===== src/rtl/fp_add_sequencer_if.sv =====
// Operand/result handshake bundle between the operand register file, fp_add_sequencer and writeback.
// Latency: none, wires only.
// Backpressure: in_valid/in_ready on the operand side, out_valid/out_ready on the result side.
//
// Parameters:
//    MANT_W   mantissa width (explicit leading 1)
//    EXP_W    exponent width (unsigned, unbiased)
// Signals (direction as seen from the sequencer, i.e. the slave modport):
//    in_valid  in   operand pair valid
//    in_ready  out  sequencer idle and able to capture operands
//    x_exp     in   operand X exponent
//    x_mant    in   operand X mantissa
//    y_exp     in   operand Y exponent
//    y_mant    in   operand Y mantissa
//    out_valid out  result valid, held until out_ready
//    out_ready in   downstream accepts the result
//    q_exp     out  result exponent
//    q_mant    out  result mantissa
//    overflow  out  result saturated, qualified by out_valid
//    busy      out  an operation is in flight
interface fp_add_sequencer_if #(
   parameter int MANT_W = 8,
   parameter int EXP_W  = 4
);
   logic              in_valid;
   logic              in_ready;
   logic [EXP_W-1:0]  x_exp;
   logic [MANT_W-1:0] x_mant;
   logic [EXP_W-1:0]  y_exp;
   logic [MANT_W-1:0] y_mant;
   logic              out_valid;
   logic              out_ready;
   logic [EXP_W-1:0]  q_exp;
   logic [MANT_W-1:0] q_mant;
   logic              overflow;
   logic              busy;

   // Operand source / result sink side.
   modport master (
      output in_valid, x_exp, x_mant, y_exp, y_mant, out_ready,
      input  in_ready, out_valid, q_exp, q_mant, overflow, busy
   );

   // Sequencer side.
   modport slave (
      input  in_valid, x_exp, x_mant, y_exp, y_mant, out_ready,
      output in_ready, out_valid, q_exp, q_mant, overflow, busy
   );
endinterface


===== src/rtl/fp_add_sequencer.sv =====
// Multi-cycle unsigned-magnitude floating-point adder: compare/swap, align, add, normalize.
// Latency: result valid on the 5th rising edge counting the accepting edge (IDLE->COMPARE->ALIGN->ADD->NORM->DONE).
// Backpressure: one op in flight; in_ready only in IDLE, result held in DONE until out_ready.
//
// Ports:
//    clk     in   single clock, rising edge
//    reset   in   asynchronous, active-high; aborts any operation in flight
//    bus     fp_add_sequencer_if.slave (operand handshake, result handshake, busy)
// Configuration macro:
//    FP_ADD_ROUND_EN  defined: guard/sticky tracking and round-to-nearest-even in NORM
//                     undefined: shifted-out bits are truncated
module fp_add_sequencer #(
   parameter int MANT_W = 8,
   parameter int EXP_W  = 4
) (
   input logic               clk,
   input logic               reset,
   fp_add_sequencer_if.slave bus
);

   localparam logic [EXP_W-1:0] EXP_MAX = '1;

   typedef struct packed {
      logic [EXP_W-1:0]  e;
      logic [MANT_W-1:0] m;
   } operand_t;

   typedef enum logic [2:0] {
      S_IDLE,
      S_COMPARE,
      S_ALIGN,
      S_ADD,
      S_NORM,
      S_DONE
   } state_t;

   state_t state, state_nxt;

   // Captured operands.
   operand_t x_op, y_op;

   // COMPARE results: A is the larger-exponent operand.
   logic [EXP_W-1:0]  a_exp;
   logic [MANT_W-1:0] a_mant;
   logic [MANT_W-1:0] b_mant;
   logic [EXP_W-1:0]  diff;

   // ALIGN / ADD results.
   logic [MANT_W-1:0] b_al;
   logic [MANT_W:0]   sum_q;

   // Result registers, held through DONE and beyond until the next NORM.
   logic [EXP_W-1:0]  q_exp_r;
   logic [MANT_W-1:0] q_mant_r;
   logic              ovf_r;

   // Combinational next values per stage.
   operand_t          x_eff, y_eff, a_nxt, b_nxt;
   logic [EXP_W-1:0]  diff_nxt;
   logic [MANT_W-1:0] b_al_nxt;
   logic [MANT_W:0]   sum_nxt;
   logic              n_carry;
   logic [EXP_W-1:0]  n_exp;
   logic [MANT_W-1:0] n_mant;
   logic              n_ovf;

`ifdef FP_ADD_ROUND_EN
   logic              guard_q, sticky_q;
   logic              guard_nxt, sticky_nxt;
   logic              n_guard, n_sticky, n_inc;
   logic [MANT_W:0]   n_rnd;
`endif

   // ------------------------------------------------------------------
   // Control FSM
   // ------------------------------------------------------------------
   always_ff @(posedge clk or posedge reset) begin
      if (reset) begin
         state <= S_IDLE;
      end else begin
         state <= state_nxt;
      end
   end

   always_comb begin
      state_nxt = state;
      case (state)
         S_IDLE:    if (bus.in_valid) state_nxt = S_COMPARE;
         S_COMPARE: state_nxt = S_ALIGN;
         S_ALIGN:   state_nxt = S_ADD;
         S_ADD:     state_nxt = S_NORM;
         S_NORM:    state_nxt = S_DONE;
         S_DONE:    if (bus.out_ready) state_nxt = S_IDLE;
         default:   state_nxt = S_IDLE;
      endcase
   end

   assign bus.in_ready  = (state == S_IDLE);
   assign bus.busy      = (state != S_IDLE);
   assign bus.out_valid = (state == S_DONE);
   assign bus.q_exp     = q_exp_r;
   assign bus.q_mant    = q_mant_r;
   assign bus.overflow  = ovf_r;

   // ------------------------------------------------------------------
   // COMPARE: a zero mantissa means a zero operand whose exponent must not
   // win the swap, so its exponent is forced to 0 first.
   // ------------------------------------------------------------------
   always_comb begin
      x_eff = x_op;
      y_eff = y_op;
      if (x_op.m == '0) x_eff.e = '0;
      if (y_op.m == '0) y_eff.e = '0;
      // Ties keep X as A.
      if (y_eff.e > x_eff.e) begin
         a_nxt = y_eff;
         b_nxt = x_eff;
      end else begin
         a_nxt = x_eff;
         b_nxt = y_eff;
      end
      diff_nxt = a_nxt.e - b_nxt.e;
   end

   // ------------------------------------------------------------------
   // ALIGN: shifts of MANT_W or more flush B entirely.
   // ------------------------------------------------------------------
   always_comb begin
      b_al_nxt = '0;
`ifdef FP_ADD_ROUND_EN
      guard_nxt  = 1'b0;
      sticky_nxt = 1'b0;
`endif
      if (int'(diff) < MANT_W) begin
         b_al_nxt = b_mant >> diff;
`ifdef FP_ADD_ROUND_EN
         // Bit diff-1 is the last one shifted out (guard); everything below
         // it folds into sticky.
         for (int i = 0; i < MANT_W; i++) begin
            if (i + 1 == int'(diff)) begin
               guard_nxt = b_mant[i];
            end else if (i + 1 < int'(diff)) begin
               sticky_nxt = sticky_nxt | b_mant[i];
            end
         end
`endif
      end else begin
`ifdef FP_ADD_ROUND_EN
         sticky_nxt = |b_mant;
`endif
      end
   end

   // ------------------------------------------------------------------
   // ADD
   // ------------------------------------------------------------------
   assign sum_nxt = {1'b0, a_mant} + {1'b0, b_al};

   // ------------------------------------------------------------------
   // NORM: at most one right shift is ever needed since both mantissas fit
   // in MANT_W bits. Any exponent increment past EXP_MAX saturates.
   // ------------------------------------------------------------------
   always_comb begin
      n_carry = sum_q[MANT_W];
      n_mant  = n_carry ? sum_q[MANT_W:1] : sum_q[MANT_W-1:0];
      n_exp   = a_exp;
      n_ovf   = 1'b0;
`ifdef FP_ADD_ROUND_EN
      n_guard  = n_carry ? sum_q[0] : guard_q;
      n_sticky = n_carry ? (sticky_q | guard_q) : sticky_q;
      n_inc    = n_guard & (n_sticky | n_mant[0]);
      n_rnd    = {1'b0, n_mant} + {{MANT_W{1'b0}}, n_inc};
      if (n_rnd[MANT_W]) begin
         // Rounding carried out of an all-ones mantissa: renormalize to 100..0.
         // A carry shift always leaves guard=0 when the mantissa is all ones,
         // so the two increments never coincide.
         n_mant  = {1'b1, {(MANT_W-1){1'b0}}};
         n_carry = 1'b1;
      end else begin
         n_mant = n_rnd[MANT_W-1:0];
      end
`endif
      if (n_carry) begin
         if (a_exp == EXP_MAX) begin
            n_ovf  = 1'b1;
            n_exp  = EXP_MAX;
            n_mant = '1;
         end else begin
            n_exp = a_exp + 1'b1;
         end
      end
   end

   // ------------------------------------------------------------------
   // Datapath registers, each loaded only in the state that owns it.
   // ------------------------------------------------------------------
   always_ff @(posedge clk or posedge reset) begin
      if (reset) begin
         x_op     <= '0;
         y_op     <= '0;
         a_exp    <= '0;
         a_mant   <= '0;
         b_mant   <= '0;
         diff     <= '0;
         b_al     <= '0;
         sum_q    <= '0;
         q_exp_r  <= '0;
         q_mant_r <= '0;
         ovf_r    <= 1'b0;
`ifdef FP_ADD_ROUND_EN
         guard_q  <= 1'b0;
         sticky_q <= 1'b0;
`endif
      end else begin
         case (state)
            S_IDLE: begin
               if (bus.in_valid) begin
                  x_op <= {bus.x_exp, bus.x_mant};
                  y_op <= {bus.y_exp, bus.y_mant};
               end
            end
            S_COMPARE: begin
               a_exp  <= a_nxt.e;
               a_mant <= a_nxt.m;
               b_mant <= b_nxt.m;
               diff   <= diff_nxt;
            end
            S_ALIGN: begin
               b_al <= b_al_nxt;
`ifdef FP_ADD_ROUND_EN
               guard_q  <= guard_nxt;
               sticky_q <= sticky_nxt;
`endif
            end
            S_ADD: begin
               sum_q <= sum_nxt;
            end
            S_NORM: begin
               q_exp_r  <= n_exp;
               q_mant_r <= n_mant;
               ovf_r    <= n_ovf;
            end
            default: begin
            end
         endcase
      end
   end

endmodule


===== src/flat_wrapper.sv =====
// flat-port wrapper written by rule: the top's interface ports become plain ports
module fp_add_sequencer_flat 
#(
   parameter int MANT_W = 8,
   parameter int EXP_W  = 4
)
  (clk, reset, bus_in_valid, bus_x_exp, bus_x_mant, bus_y_exp, bus_y_mant, bus_out_ready, bus_in_ready, bus_out_valid, bus_q_exp, bus_q_mant, bus_overflow, bus_busy);
  fp_add_sequencer_if #(.MANT_W(MANT_W), .EXP_W(EXP_W)) bus_i ();
  input logic clk;
  input logic reset;
  input wire logic [$bits(bus_i.in_valid)-1:0] bus_in_valid;
  input wire logic [$bits(bus_i.x_exp)-1:0] bus_x_exp;
  input wire logic [$bits(bus_i.x_mant)-1:0] bus_x_mant;
  input wire logic [$bits(bus_i.y_exp)-1:0] bus_y_exp;
  input wire logic [$bits(bus_i.y_mant)-1:0] bus_y_mant;
  input wire logic [$bits(bus_i.out_ready)-1:0] bus_out_ready;
  output wire logic [$bits(bus_i.in_ready)-1:0] bus_in_ready;
  output wire logic [$bits(bus_i.out_valid)-1:0] bus_out_valid;
  output wire logic [$bits(bus_i.q_exp)-1:0] bus_q_exp;
  output wire logic [$bits(bus_i.q_mant)-1:0] bus_q_mant;
  output wire logic [$bits(bus_i.overflow)-1:0] bus_overflow;
  output wire logic [$bits(bus_i.busy)-1:0] bus_busy;
  assign bus_i.in_valid = bus_in_valid;
  assign bus_i.x_exp = bus_x_exp;
  assign bus_i.x_mant = bus_x_mant;
  assign bus_i.y_exp = bus_y_exp;
  assign bus_i.y_mant = bus_y_mant;
  assign bus_i.out_ready = bus_out_ready;
  assign bus_in_ready = bus_i.in_ready;
  assign bus_out_valid = bus_i.out_valid;
  assign bus_q_exp = bus_i.q_exp;
  assign bus_q_mant = bus_i.q_mant;
  assign bus_overflow = bus_i.overflow;
  assign bus_busy = bus_i.busy;
  fp_add_sequencer #(.MANT_W(MANT_W), .EXP_W(EXP_W)) u_core (.clk(clk), .reset(reset), .bus(bus_i));
endmodule

===== config.mk =====
export PLATFORM = sky130hd
export DESIGN_NAME = fp_add_sequencer_flat
export DESIGN_NICKNAME = d
export VERILOG_FILES = /design/src/rtl/fp_add_sequencer_if.sv /design/src/rtl/fp_add_sequencer.sv /design/src/flat_wrapper.sv
export SDC_FILE = /design/constraint.sdc
export NUM_CORES = 1
export LEC_CHECK = 0
export CORE_ASPECT_RATIO = 1.4
export CORE_MARGIN = 2
export CORE_UTILIZATION = 51
export DETAILED_ROUTE_END_ITERATION = 8
export PLACE_DENSITY = 0.72
export SETUP_SLACK_MARGIN = 0.2
export SLEW_MARGIN = 15
export SYNTH_ARGS = -nofsm -noshare
export SYNTH_HDL_FRONTEND = slang
export SYNTH_SLANG_ARGS = --single-unit

===== constraint.sdc =====
create_clock -name clk -period 3.09 [get_ports clk]
set_input_delay 0.309 -clock clk [delete_from_list [all_inputs] [get_ports clk]]
set_output_delay 0.309 -clock clk [all_outputs]
set_load 0.005 [all_outputs]

==> metrics.log <==
INFO  metric grt.met3_usage = 3.431%
INFO  metric fin_total_pwr = between 6 and 7 mW
INFO  metric synthCells = ~400
INFO  metric critical_path.max_fanout = 6
INFO  metric clk_root_buffer_cell = sky130_fd_sc_hd__clkbuf_8
INFO  metric synthesis.area = 4141 um2
INFO  metric timing.final.setup_violations = 0
INFO  metric clock_path_buffers = 2
INFO  metric synth_seq_area_share = just under 50%
INFO  metric routedWlPerCell = roughly 15 um
INFO  metric detail_route.iter0.violations = between 60 and 70
INFO  metric crit_type = flip-flop to flip-flop
INFO  metric gr-max-usage-layer = met2
INFO  metric hold_viol_final = 0
INFO  metric min_period = 2.920 ns
INFO  metric die-width = 80.16 um
INFO  metric initial_core_util = 53.11%
INFO  metric portBuffers = 43
INFO  metric detailed_place_hpwl = 5969 um
INFO  metric critical_path.slowest_cell = sky130_fd_sc_hd__dfrtp_1
INFO  metric rows = 38
INFO  metric synth_ff_type = sky130_fd_sc_hd__dfrtp_1
INFO  metric rsz0062_at_grt = yes
INFO  metric final_core_util = 64.41%
INFO  metric worst_slew_margin_rel = 43.93%
INFO  metric path_category_of_the_worst_min_delay_check = input pin to asynchronous set/reset pin
INFO  metric grt_start_max_net_pins = 49
INFO  metric area.growth.synth_to_final = 21.27%
INFO  metric cts_made_buffers = 9
INFO  metric fin_crit_sh = 94.51%
INFO  metric worstPathRequired = 3.32 ns
INFO  metric setup_tns = 0 ns
INFO  metric path_cells = nor4_4, nand2_2, and2_1, ha_1, a211o_1, a21o_1, and2_4, a21oi_2, ha_4, mux2_4
INFO  metric drc_errors = 0
INFO  metric cts-hold-fix-buffers = 0
INFO  metric power.static_leakage = ~2.2 nW
INFO  metric die_area = slightly below 9000 um2
INFO  metric place.gp.congestion = 0.8198
INFO  metric top_level_port_count = 44
INFO  metric postSynthNetCount = between 400 and 500
INFO  metric clock_latency_late_sink = 0.36 ns
INFO  metric layout.nets = 480
INFO  metric endpoint_of_the_most_critical_register_to_register_path = u_core.diff[1]$_DFFE_PP0P_
INFO  metric post_route_cells_drive_above_1_share = 18.51%
INFO  metric edff_count_synth = 0
INFO  metric globalRoute.totalOverflow = 0
INFO  metric clkSinkCount = 81
INFO  metric num_antenna_cells = 0
INFO  metric critical_path.startpoint_type = flip-flop
INFO  metric r2r-start = u_core.x_eff[5]$_DFFE_PP0P_
INFO  metric global_route_wire_length_before_repair = ~14000 um
INFO  metric worst-r2r-setup-slack = between 0.15 and 0.2 ns
INFO  metric worst_path_top_cell_family_by_delay = simple AND/OR/NAND/NOR gates
INFO  metric tritoncts_clock_tree = yes
INFO  metric core = 7797 um2
INFO  metric vias_per_cell = 5.435
INFO  metric slowest_delay = 0.45 ns
INFO  metric drt_wl_total = slightly below 8000 um
INFO  metric critical_path.endpoint_type = flip-flop
INFO  metric gr_met2_demand_resource = 33.33%
INFO  metric status = completed
INFO  metric data_arrival_time_at_the_worst_slack_endpoint = 3.15 ns
INFO  metric antenna_found_initial = 0
INFO  metric yosys_warnings = 0
INFO  metric use_met1 = 23.95%
INFO  metric drt_first_pass_iters = 4
INFO  metric clock.fmax = 342.4 MHz
INFO  metric synth-seq-cells = 81
INFO  metric vias_in_the_first_global_route = roughly 2900
INFO  metric number_of_inserted_filler_cells_in_the_final_layout = between 600 and 700
INFO  metric clk_pin_slew = around 0.090 ns
INFO  metric power.density = roughly 1200 nW/um2
INFO  metric h-tree-depth = 3
INFO  metric async_reset_ff_share = 100.0%
INFO  metric vdd_drop_max = ~0.77 mV
INFO  metric gr-usage-all-layers = 19.49%
INFO  metric vias = 2951
INFO  metric cap_viol_max_count = 0
INFO  metric die_height = 110.6 um
INFO  metric critical_path.n_buffers_inverters = 0
INFO  metric report.final.slew_viol_count = 0
INFO  metric finClkSkew = between 0.015 and 0.02 ns
INFO  metric worst_pin_slew = 0.8411 ns
INFO  metric avgSynthCellArea = 10.41 um2
INFO  metric antenna_left = 0
INFO  metric netlist-cell-type-count = 50
INFO  metric rr_worst_depth = 10
==> layer usage <==
metal	vias to the layer above	wire (um)
met5	-	0
met4	0	163
met3	10	213
met2	53	4171
met1	1411	3376
li1	1477	-
==> how the worst max path moves through the flow <==
stage / from / end / slack (ns) / cells after the start
2_1_floorplan: u_core.x_eff[2]$_DFFE_PP0P_ / u_core.diff[1]$_DFFE_PP0P_ / 0.20 / 14
3_3_place_gp: u_core.y_eff[6]$_DFFE_PP0P_ / u_core.diff[2]$_DFFE_PP0P_ / 0.09 / 14
3_5_place_dp: u_core.y_eff[6]$_DFFE_PP0P_ / u_core.diff[2]$_DFFE_PP0P_ / 0.06 / 14
4_1_cts: u_core.y_eff[3]$_DFFE_PP0P_ / u_core.diff[2]$_DFFE_PP0P_ / 0.19 / 14
5_1_grt: u_core.y_eff[6]$_DFFE_PP0P_ / u_core.diff[3]$_DFFE_PP0P_ / 0.02 / 12
6_report: u_core.x_eff[5]$_DFFE_PP0P_ / u_core.diff[1]$_DFFE_PP0P_ / 0.17 / 10
==> flip-flops by register name (all words and copies together) (netlist names) <==
signal / count
u_core.x_op: 4
u_core.a_exp: 4
u_core.a_mant: 8
u_core.state: 3
u_core.y_op: 4
u_core.x_eff: 8
u_core.bus.overflow: 1
u_core.b_mant: 8
u_core.bus.q_exp: 4
u_core.bus.q_mant: 8
u_core.y_eff: 8
u_core.sum_q: 9
u_core.b_al: 8
u_core.diff: 4
==> cells in the mapped netlist (3+ instances only) <==
cell                        n  area share (%)
sky130_fd_sc_hd__and2_1     4            0.60
sky130_fd_sc_hd__xor2_1     5             1.1
sky130_fd_sc_hd__nor3_1     5            0.60
sky130_fd_sc_hd__a31oi_1    3            0.45
sky130_fd_sc_hd__nand2_1   62             5.6
sky130_fd_sc_hd__o22ai_1    5            0.76
sky130_fd_sc_hd__mux2i_1   29             7.0
sky130_fd_sc_hd__a21oi_1   16             1.9
sky130_fd_sc_hd__ha_1      13             3.9
sky130_fd_sc_hd__a22o_1     3            0.63
sky130_fd_sc_hd__o21a_1     3            0.54
sky130_fd_sc_hd__nor2b_1    5            0.76
sky130_fd_sc_hd__nor2_1    20             1.8
sky130_fd_sc_hd__dfrtp_1   81              49
sky130_fd_sc_hd__inv_1      9            0.82
sky130_fd_sc_hd__o21ai_0   40             4.8
sky130_fd_sc_hd__nand2b_1   3            0.45
sky130_fd_sc_hd__xnor2_1    4            0.85
sky130_fd_sc_hd__clkbuf_1  15             1.4
sky130_fd_sc_hd__nand3_1    3            0.36
sky130_fd_sc_hd__mux2_2    27             7.3
sky130_fd_sc_hd__buf_2      3            0.36
sky130_fd_sc_hd__a21o_1     3            0.54
==> cells in the final DEF (no fill, tap or decap), types with 4 or more instances in the layout <==
master / instances
sky130_fd_sc_hd__clkdlybuf4s50_1: 43
sky130_fd_sc_hd__inv_1: 7
sky130_fd_sc_hd__nand2_2: 4
sky130_fd_sc_hd__clkbuf_8: 9
sky130_fd_sc_hd__dfrtp_1: 81
sky130_fd_sc_hd__nand2_1: 57
sky130_fd_sc_hd__xor2_1: 5
sky130_fd_sc_hd__buf_4: 5
sky130_fd_sc_hd__nor2b_1: 5
sky130_fd_sc_hd__mux2_2: 26
sky130_fd_sc_hd__o22ai_1: 5
sky130_fd_sc_hd__nor2_1: 18
sky130_fd_sc_hd__xnor2_1: 4
sky130_fd_sc_hd__o21ai_0: 38
sky130_fd_sc_hd__a21oi_1: 14
sky130_fd_sc_hd__mux2i_1: 28
sky130_fd_sc_hd__o21ai_1: 4
sky130_fd_sc_hd__ha_1: 10
==> cells by family after synthesis <==
| kind of cell | share of synthesized area [%] |
|---|---|
| xor+xnor | 1.903 |
| simple gates | 13.17 |
| buf+inv | 3.172 |
| flops | 48.94 |
| mux | 14.89 |
| compound gates | 13.50 |
| fa+ha+maj | 4.411 |
==> power breakdown <==
| group | total, mW | internal (mW) | switching, mW |
|---|---|---|---|
| clock | 0.786 | 0.380 | 0.405 |
| combinational | 3.37 | 1.75 | 1.62 |
| sequential | 2.12 | 1.58 | 0.544 |
| total | 6.27 | 3.71 | 2.57 |
==> repair_timing <==
item	CTS	global route
endpoints found under the setup margin	20	20
buffers inserted	3	2
cloned	0	0
pin swaps	3	11
resized for setup	2	20
==> through the flow <==
stage	worst slack (ns)	hold WS [ns]	instance area (um2)	std cells
floorplan	0.2006	0.4492	4202	398
global route	0.02154	0.4853	5022	543
CTS	0.1885	0.4377	4921	541
finish	0.1695	0.4020	5022	543
global placement	0.08739	0.4608	4687	522
detailed placement	0.05710	0.4699	4687	522
==> layout make-up <==
type | count | area, um2 | share of cell area, %
multi-input combinational | 286 | 2126 | 42.33
sequential | 81 | 2027 | 40.36
timing repair buffer | 51 | 510.5 | 10.16
tap | 100 | 125.1 | 2.491
clock buffer | 9 | 123.9 | 2.466
clock inverter | 7 | 76.32 | 1.520
inverter | 9 | 33.78 | 0.6726
(Power assumes the default switching activity.)
